$ cat config.mk
export PLATFORM = sky130hd
export DESIGN_NAME = banco_registrador_param_flat
export DESIGN_NICKNAME = d
export VERILOG_FILES = /design/src/rtl/banco_registrador_param_if.sv /design/src/rtl/banco_registrador_param.sv /design/src/flat_wrapper.sv
export SDC_FILE = /design/constraint.sdc
export NUM_CORES = 2
export LEC_CHECK = 0
export ABC_CLOCK_PERIOD_IN_PS = 3400
export CAP_MARGIN = 20
export CORE_MARGIN = 2
export CORE_UTILIZATION = 57
export DETAILED_ROUTE_END_ITERATION = 7
export GPL_ROUTABILITY_DRIVEN = 0
export PLACE_DENSITY_LB_ADDON = 0.25
export SETUP_SLACK_MARGIN = 0.1
export SLEW_MARGIN = 10
export SYNTH_ARGS = -nofsm -noshare
export SYNTH_HDL_FRONTEND = slang
export SYNTH_SLANG_ARGS = --single-unit
$ cat constraint.sdc
create_clock -name clock -period 3.4 [get_ports clock]
set_clock_uncertainty 0.1 [all_clocks]
set_input_delay 0.34 -clock clock [delete_from_list [all_inputs] [get_ports clock]]
set_output_delay 0.34 -clock clock [all_outputs]
set_load 0.05 [all_outputs]
$ cat src/rtl/banco_registrador_param_if.sv
// banco_registrador_param_if: decode/writeback bus of the register file
interface banco_registrador_param_if #(
  parameter int LARGURA = 32,
  parameter int END_BITS = 6
);
  logic [END_BITS-1:0] end_escrita;
  logic [END_BITS-1:0] end_leitura1;
  logic [END_BITS-1:0] end_leitura2;
  logic [LARGURA-1:0] dados_escrita;
  logic EscreveReg;
  logic [LARGURA-1:0] leitura1;
  logic [LARGURA-1:0] leitura2;
  logic pronto;
  modport master (
    output end_escrita, end_leitura1, end_leitura2, dados_escrita, EscreveReg,
    input leitura1, leitura2, pronto
  );
  modport slave (
    input end_escrita, end_leitura1, end_leitura2, dados_escrita, EscreveReg,
    output leitura1, leitura2, pronto
  );
endinterface

$ cat src/rtl/banco_registrador_param.sv
// banco_registrador_param: register file with post-reset clear engine, forwarding and optional hardwired r0
module banco_registrador_param #(
  parameter int LARGURA = 32,
  parameter int NUM_REG = 64,
  parameter int END_BITS = 6,
  parameter int R1_INIT = 13249,
  parameter int ZERO_FIXO = 1
) (
  input logic clock,
  input logic reset_n,
  banco_registrador_param_if.slave bus
);
  typedef enum logic {LIMPANDO, PRONTO} estado_t;
  localparam logic [LARGURA-1:0] R1_VAL = LARGURA'(R1_INIT);
  localparam logic [END_BITS-1:0] ULTIMO = END_BITS'(NUM_REG - 1);
  localparam logic [END_BITS-1:0] UM = END_BITS'(1);
  estado_t estado_q, estado_d;
  logic [END_BITS-1:0] cont_q, cont_d;
  logic pronto_q, pronto_d;
  logic [LARGURA-1:0] regs [NUM_REG];
  logic limpando, fim, escreve;
  logic [END_BITS-1:0] end_w;
  logic [LARGURA-1:0] dado_w;
  always_comb begin
    limpando = estado_q == LIMPANDO;
    fim = limpando && cont_q == ULTIMO;
    estado_d = fim ? PRONTO : estado_q;
    cont_d = limpando ? cont_q + UM : cont_q;
    pronto_d = pronto_q | fim;
    escreve = reset_n && (limpando ||
              (bus.EscreveReg && !(ZERO_FIXO != 0 && bus.end_escrita == '0)));
    end_w = limpando ? cont_q : bus.end_escrita;
    dado_w = limpando ? (cont_q == UM ? R1_VAL : '0) : bus.dados_escrita;
  end
  always_ff @(posedge clock or negedge reset_n) begin
    if (!reset_n) begin
      estado_q <= LIMPANDO;
      cont_q <= '0;
      pronto_q <= 1'b0;
    end else begin
      estado_q <= estado_d;
      cont_q <= cont_d;
      pronto_q <= pronto_d;
    end
  end
  // The array has no reset; the clear engine owns it until PRONTO.
  always_ff @(posedge clock) begin
    if (escreve) regs[end_w] <= dado_w;
  end
  assign bus.leitura1 = limpando || (ZERO_FIXO != 0 && bus.end_leitura1 == '0) ? '0 :
                        (bus.EscreveReg && bus.end_escrita == bus.end_leitura1) ? bus.dados_escrita :
                        regs[bus.end_leitura1];
  assign bus.leitura2 = limpando || (ZERO_FIXO != 0 && bus.end_leitura2 == '0) ? '0 :
                        (bus.EscreveReg && bus.end_escrita == bus.end_leitura2) ? bus.dados_escrita :
                        regs[bus.end_leitura2];
  assign bus.pronto = pronto_q;
endmodule
$ cat src/flat_wrapper.sv
// flat-port wrapper written by rule: the top's interface ports become plain ports
module banco_registrador_param_flat 
#(
  parameter int LARGURA = 32,
  parameter int NUM_REG = 64,
  parameter int END_BITS = 6,
  parameter int R1_INIT = 13249,
  parameter int ZERO_FIXO = 1
)
  (clock, reset_n, bus_end_escrita, bus_end_leitura1, bus_end_leitura2, bus_dados_escrita, bus_EscreveReg, bus_leitura1, bus_leitura2, bus_pronto);
  banco_registrador_param_if #(.LARGURA(LARGURA), .END_BITS(END_BITS)) bus_i ();
  input logic clock;
  input logic reset_n;
  input wire logic [$bits(bus_i.end_escrita)-1:0] bus_end_escrita;
  input wire logic [$bits(bus_i.end_leitura1)-1:0] bus_end_leitura1;
  input wire logic [$bits(bus_i.end_leitura2)-1:0] bus_end_leitura2;
  input wire logic [$bits(bus_i.dados_escrita)-1:0] bus_dados_escrita;
  input wire logic [$bits(bus_i.EscreveReg)-1:0] bus_EscreveReg;
  output wire logic [$bits(bus_i.leitura1)-1:0] bus_leitura1;
  output wire logic [$bits(bus_i.leitura2)-1:0] bus_leitura2;
  output wire logic [$bits(bus_i.pronto)-1:0] bus_pronto;
  assign bus_i.end_escrita = bus_end_escrita;
  assign bus_i.end_leitura1 = bus_end_leitura1;
  assign bus_i.end_leitura2 = bus_end_leitura2;
  assign bus_i.dados_escrita = bus_dados_escrita;
  assign bus_i.EscreveReg = bus_EscreveReg;
  assign bus_leitura1 = bus_i.leitura1;
  assign bus_leitura2 = bus_i.leitura2;
  assign bus_pronto = bus_i.pronto;
  banco_registrador_param #(.LARGURA(LARGURA), .NUM_REG(NUM_REG), .END_BITS(END_BITS), .R1_INIT(R1_INIT), .ZERO_FIXO(ZERO_FIXO)) u_core (.clock(clock), .reset_n(reset_n), .bus(bus_i));
endmodule
Yosys cells after proc, flatten, opt, wreduce, memory -nomap -nowiden:

Memory sizes are Yosys's and may differ from the RTL's.
Cells that the tools add are included.

* add/sub/neg operators: 1
* reduce and logical (&&, ||, !) cells: 12
* multiplexer cells: 9
* eq/ne operators: 4
* bitwise logic cells: 2

Operator list (number)
* $mux W32: 5
* $logic_not A6 Y1: 3
* $mux W14: 1
* $eq A6 B6 Y1: 2
* $add A6 B1 Y6 const B: 1
* $eq A6 B1 Y1 const B: 1
* $eq A6 B6 Y1 const B: 1
* $mux W6: 1
* $logic_and A1 B1 Y1: 5
* $logic_or A1 B1 Y1: 3
* $mux W1: 2
* $logic_not A1 Y1: 1
* $not A1 Y1: 1
* $or A1 B1 Y1: 1

* flip-flop bits (word level): 8
* RAM bits: 2048
* memories kept: 1
* logic and storage cells: 32
* output and inout port bits: 65
* input bits: 53

Memories
* u_core.regs: words 64, width 32, read ports 2, clocked after memory_dff 0, wr ports 1, line banco_registrador_param.sv:20 `logic [LARGURA-1:0] regs [NUM_REG];`

Longest topological paths before layout:

* depth after elaboration: 7
* mapped depth: 10
* depth with buffers taken out: 5

Worst setup path before layout:

No wires, ideal clock.

* path type: register to register
* start point: register u_core.estado_q
* end point: memory u_core.regs[11][0] (enable)
* library setup time: 0.421 ns
* data arrival time: 2.718 ns
* slack: 0.161 ns
* clock period less this slack: 3.239 ns
* stages on the path, launching flop included: 6
* cell sequence: dfrtp_1 > buf_1 > nand3_1 > a21boi_0 > nand2_1 > nor2_1

* word-level cells in the longest chain between the ends: 5
* elaborated cells on any way between the ends: 6
* classes of those cells: mux: 3; bitwise: 1; reduce/logical: 2

Ends and longest elaborated chain
* from (decl): line banco_registrador_param.sv:17 `estado_t estado_q, estado_d;`
* from (signal assigned): line banco_registrador_param.sv:41 `estado_q <= estado_d;`
* $not A1 Y1: line banco_registrador_param.sv:25 `limpando = estado_q == LIMPANDO;`
* $logic_or A1 B1 Y1: line banco_registrador_param.sv:30 `escreve = reset_n && (limpando ||`
* $logic_and A1 B1 Y1: line banco_registrador_param.sv:30
* $mux W1: line banco_registrador_param.sv:48 `if (escreve) regs[end_w] <= dado_w;`
* $mux W1 (implied by the code): line banco_registrador_param.sv:48
* to (decl): line banco_registrador_param.sv:20

Parallel ways exist; a longest one is shown, timed or not.

==> metrics list <==
- The kind of cell with the highest combined delay along the critical path is multiplexers.
* Average vias per placed instance: 7.62
- Number of stages on the worst setup path: 7
* Final global-route overflow total: 0
- Max-Cap Viols: 0
* Final hold violation count: 0
- In this run the worst setup path begins at u_core.regs[55][21].
- Static leakage power: ~33 nW
- TritonCTS built the clock tree.
- The number of global-route vias before repair is about 63000.
- Fmax achieved: about 0.28 GHz
- Count of input and output buffers: around 120
* Total chip power: 0.0541 W
* Pwr dens: 464 nW/um^2
* DRT antenna net count: 0
- Synthesized netlist net count: 5426
- The H-tree generated during clock tree synthesis spans 4 levels.
- The startpoint identified for the worst register-to-register timing path is u_core.estado_q.
- Most common cell after layout, fill and taps aside: sky130_fd_sc_hd__edfxtp_1
- At the later pin of the worst-skew pair, clock insertion delay measures approximately 840 ps.
- Cells with a size suffix above 1 make up 44.2% of the layout.
- Counting instances, the worst hold path has a depth of 2.
- Clock-pin slew was measured on the worst setup and hold paths at 70 ps.
- The run finished, with violations left.
- Critical path's largest stage delay: ~530 ps
* Net Sw Frac: 22.5%
- The number of pins with negative max-slew slack in the final report is 0.
- Slew at the pin closest to its max-slew limit: about 870 ps
- In the finished design, the share of the clock period the worst path needs comes to 105%.
* Clock power share: 41.6%
* Classification of the worst setup path: reg -> out
- The worst pin sits at a relative slew slack of about two fifths.
- The worst hold path terminates at u_core.regs[27][18].
- Fill cell total of the finished layout: around 11000
* DIE AREA: ~170000 um^2
- Excluding fillers, the count of instances in the completed layout stands at approximately 8300.
- Of the total power, registers draw between 50% and 60%.
- Kind of start point of the critical path: flip-flop
* Avg Inst Size Synth: approximately 18 um^2
* Initial antenna violation count: 8
- Worst hold slack across all endpoints: ~270 ps
- Crit path required time: just under 3000 ps
* Half-perimeter wire length after placement: 199000 um
- Final worst path period need: around 3600 ps
- The number of clock buffers added by TritonCTS is 204.
- Synthesis handed over a netlist of 5371 instances.
- Worst min path class: in -> reg
* Biggest fanout along the worst timing path: 2
- In the final design database the tool counted between 6000 and 7000 nets.
* Switching pwr: 0.0121 W
- The first global-routing pass estimated between 400000 and 500000 um of wire.
* Die Y: a little over 400 um
- Global-route usage over all layers: around 37%
* Sequential share of the synthesized area: around 64%
- Most frequent cells in the layout: sky130_fd_sc_hd__edfxtp_1, sky130_fd_sc_hd__mux4_2, sky130_fd_sc_hd__mux2_2
- Core Region: approximately 170000 um^2
- Largest net degree at the start of global routing: 73
- The share of total power dissipated in combinational logic is ~7.6%.
* Violations in the final reports: negative setup slack
- Internal power: 0.0419 W
* Internal reg-to-reg setup slack: 290 ps
- Count of warnings emitted by yosys: 0
- Setup repair after global routing could not meet its margin everywhere.
* Number of DRC violations after detailed routing: 0
- R2R depth: 9
- Once layout is complete, the utilization of the core stands at between 60% and 70%.
* Final Worst Setup Slack: -175 ps
- For this design, the slowest cell found on the critical path is sky130_fd_sc_hd__o211ai_1.
* Rows: 151
- Setup-failing EPs final: 9
* Chip width: between 400 and 500 um
- Top Ports: ~120
- Data arrives at the worst endpoint at approximately 3100 ps.
- The number of buffers and inverters on the critical path is 2.
* Fraction of registers with async set/reset: less than 1%
* Drt first pass iters: 8
- Worst-path cell chain: mux4_2, mux2i_1, mux2i_2, o211ai_1, a21oi_1, buf_4, buf_12
- DP Cell Count: around 7900
- The clock passes through at most 3 buffers.
- Initial Utilization: 57.2%
- Worst flop-to-flop path endpoint: u_core.regs[53][0]
* Final routed wirelength across all metal layers: about 330000 um
- Count of flip-flops with a built-in enable after synthesis: between 2000 and 2500
- After synthesis the netlist holds a flip-flop and latch count of 2056.
- Number of distinct library cells after synthesis: 59
* DR iter-0 viols: 11300
- Peak supply drop: between 0.5 and 0.6 mV
- Clock tree root buffer cell: sky130_fd_sc_hd__clkbuf_16
* Number of clock sinks: a little over 2000
- Cell area after synthesis: 96700 um^2
- Type of destination of the critical path: output pin
* Wire per inst: slightly below 40 um
- Among all flip-flop cells after synthesis, the most frequent one is sky130_fd_sc_hd__edfxtp_1.
- For the final routed database, the setup TNS stands at -663 ps.
- The routed layout has ~64000 vias.
- In this run the most critical hold path is launched from bus_dados_escrita[18].
* Area added between synthesis and finish: 20.6%
[metrics by stage]
step                      area (um^2)  setup slack, ps
after floorplan                 96700              161
after global placement         107000             -668
after detailed placement       107000             -688
after CTS                      115000            -63.7
after global routing           117000             -165
final                          117000             -175
[power groups by stage]
stage	logic, W	clock network, W	registers, W
2_1_floorplan	0.00192	0	0.0280
6_report	0.00411	0.0225	0.0274
5_1_grt	0.00416	0.0235	0.0274
4_1_cts	0.00383	0.0225	0.0274
3_5_place_dp	0.00362	0	0.0280
3_3_place_gp	0.00359	0	0.0280
[cells by family after synthesis]
| logic type | count (synthesis) | synth area share, % |
|---|---|---|
| and+or+nand+nor | 519 | 2.70 |
| buffers and inverters | 449 | 2.33 |
| adders and majority gates | 2 | 0.0259 |
| muxes | 1411 | 24.7 |
| xor gates and xnor gates | 17 | 0.154 |
| AOI/OAI and AO/OA | 917 | 6.23 |
| DFF | 2056 | 63.8 |
[cell type report]
| class | instances | area [um^2] | area share (%) |
|---|---|---|---|
| clock inverter | 126 | 1110 | 0.954 |
| multi-input combinational | 2866 | 35600 | 30.5 |
| inverter | 6 | 22.5 | 0.0193 |
| tap | 2218 | 2780 | 2.38 |
| timing repair buffer | 816 | 9910 | 8.50 |
| antenna | 1 | 2.50 | 0.00215 |
| clock buffer | 250 | 5450 | 4.67 |
| sequential | 2056 | 61700 | 52.9 |
[cell usage after synthesis, types with 2 or more instances]
cell	number	area share, %
sky130_fd_sc_hd__edfxtp_1	2048	64
sky130_fd_sc_hd__mux4_2	733	17
sky130_fd_sc_hd__mux2_2	487	5.7
sky130_fd_sc_hd__o22ai_1	292	1.9
sky130_fd_sc_hd__mux2i_1	191	2.0
sky130_fd_sc_hd__buf_2	186	0.96
sky130_fd_sc_hd__clkbuf_1	176	0.68
sky130_fd_sc_hd__o21ai_0	162	0.84
sky130_fd_sc_hd__nor3_1	140	0.72
sky130_fd_sc_hd__nor2_1	117	0.45
sky130_fd_sc_hd__a21oi_1	86	0.45
sky130_fd_sc_hd__nand2_1	85	0.33
sky130_fd_sc_hd__a22oi_1	82	0.64
sky130_fd_sc_hd__a22o_1	63	0.57
sky130_fd_sc_hd__a221oi_1	56	0.51
sky130_fd_sc_hd__nor2b_1	55	0.36
sky130_fd_sc_hd__o31ai_1	55	0.43
sky130_fd_sc_hd__a211oi_1	49	0.38
sky130_fd_sc_hd__nor4_1	44	0.28
sky130_fd_sc_hd__buf_4	35	0.27
sky130_fd_sc_hd__and2_1	30	0.19
sky130_fd_sc_hd__a31oi_1	29	0.19
sky130_fd_sc_hd__a21boi_0	26	0.20
sky130_fd_sc_hd__buf_6	25	0.29
sky130_fd_sc_hd__buf_1	19	0.074
sky130_fd_sc_hd__xnor2_1	13	0.12
sky130_fd_sc_hd__nand2b_1	12	0.078
sky130_fd_sc_hd__dfrtp_1	8	0.21
sky130_fd_sc_hd__nand3_1	7	0.036
sky130_fd_sc_hd__inv_1	5	0.019
sky130_fd_sc_hd__a2111oi_0	4	0.036
sky130_fd_sc_hd__nand4_1	4	0.026
sky130_fd_sc_hd__o211ai_1	4	0.031
sky130_fd_sc_hd__or2_2	4	0.026
sky130_fd_sc_hd__or3_1	4	0.026
sky130_fd_sc_hd__xor2_1	4	0.036
sky130_fd_sc_hd__and3_1	3	0.019
sky130_fd_sc_hd__nand3b_1	3	0.023
sky130_fd_sc_hd__ha_1	2	0.026
sky130_fd_sc_hd__nand4b_1	2	0.018
sky130_fd_sc_hd__nor4bb_1	2	0.021
sky130_fd_sc_hd__o21bai_1	2	0.016
[timing repair]
| item | 4_1_cts | 5_1_grt |
|---|---|---|
| cloned | 0 | 5 |
| setup endpoints to repair | 64 | 60 |
| resized for setup | 292 | 165 |
| endpoints found under the hold margin | 8 | 0 |
| setup buffers | 16 | 18 |
| pin swaps | 47 | 70 |
| hold buffers | 1 | 0 |
[metal layers]
metal / GRT usage, % / vias up / routed length, um
li1: - / 24100 / -
met1: 50.0 / 32400 / 110000
met2: 55.6 / 5954 / 148000
met3: 11.2 / 1070 / 49000
met4: 20.3 / 6 / 19800
met5: 0 / - / 41
[sequential cells by signal (all words and copies together), names as in the netlist]
name,cells
u_core.regs,2048
u_core.cont_q,6
u_core.bus.pronto,1
u_core.estado_q,1
[how the worst max path moves through the flow]
stage | endpoint | slack [ps]
2_1_floorplan | u_core.regs[11][0] | 160
3_3_place_gp | bus_leitura2[20] | -670
3_5_place_dp | bus_leitura2[20] | -690
4_1_cts | bus_leitura1[21] | -60
5_1_grt | bus_leitura2[29] | -170
6_report | bus_leitura1[21] | -180
Note: power is estimated with default switching activity, not from simulation.
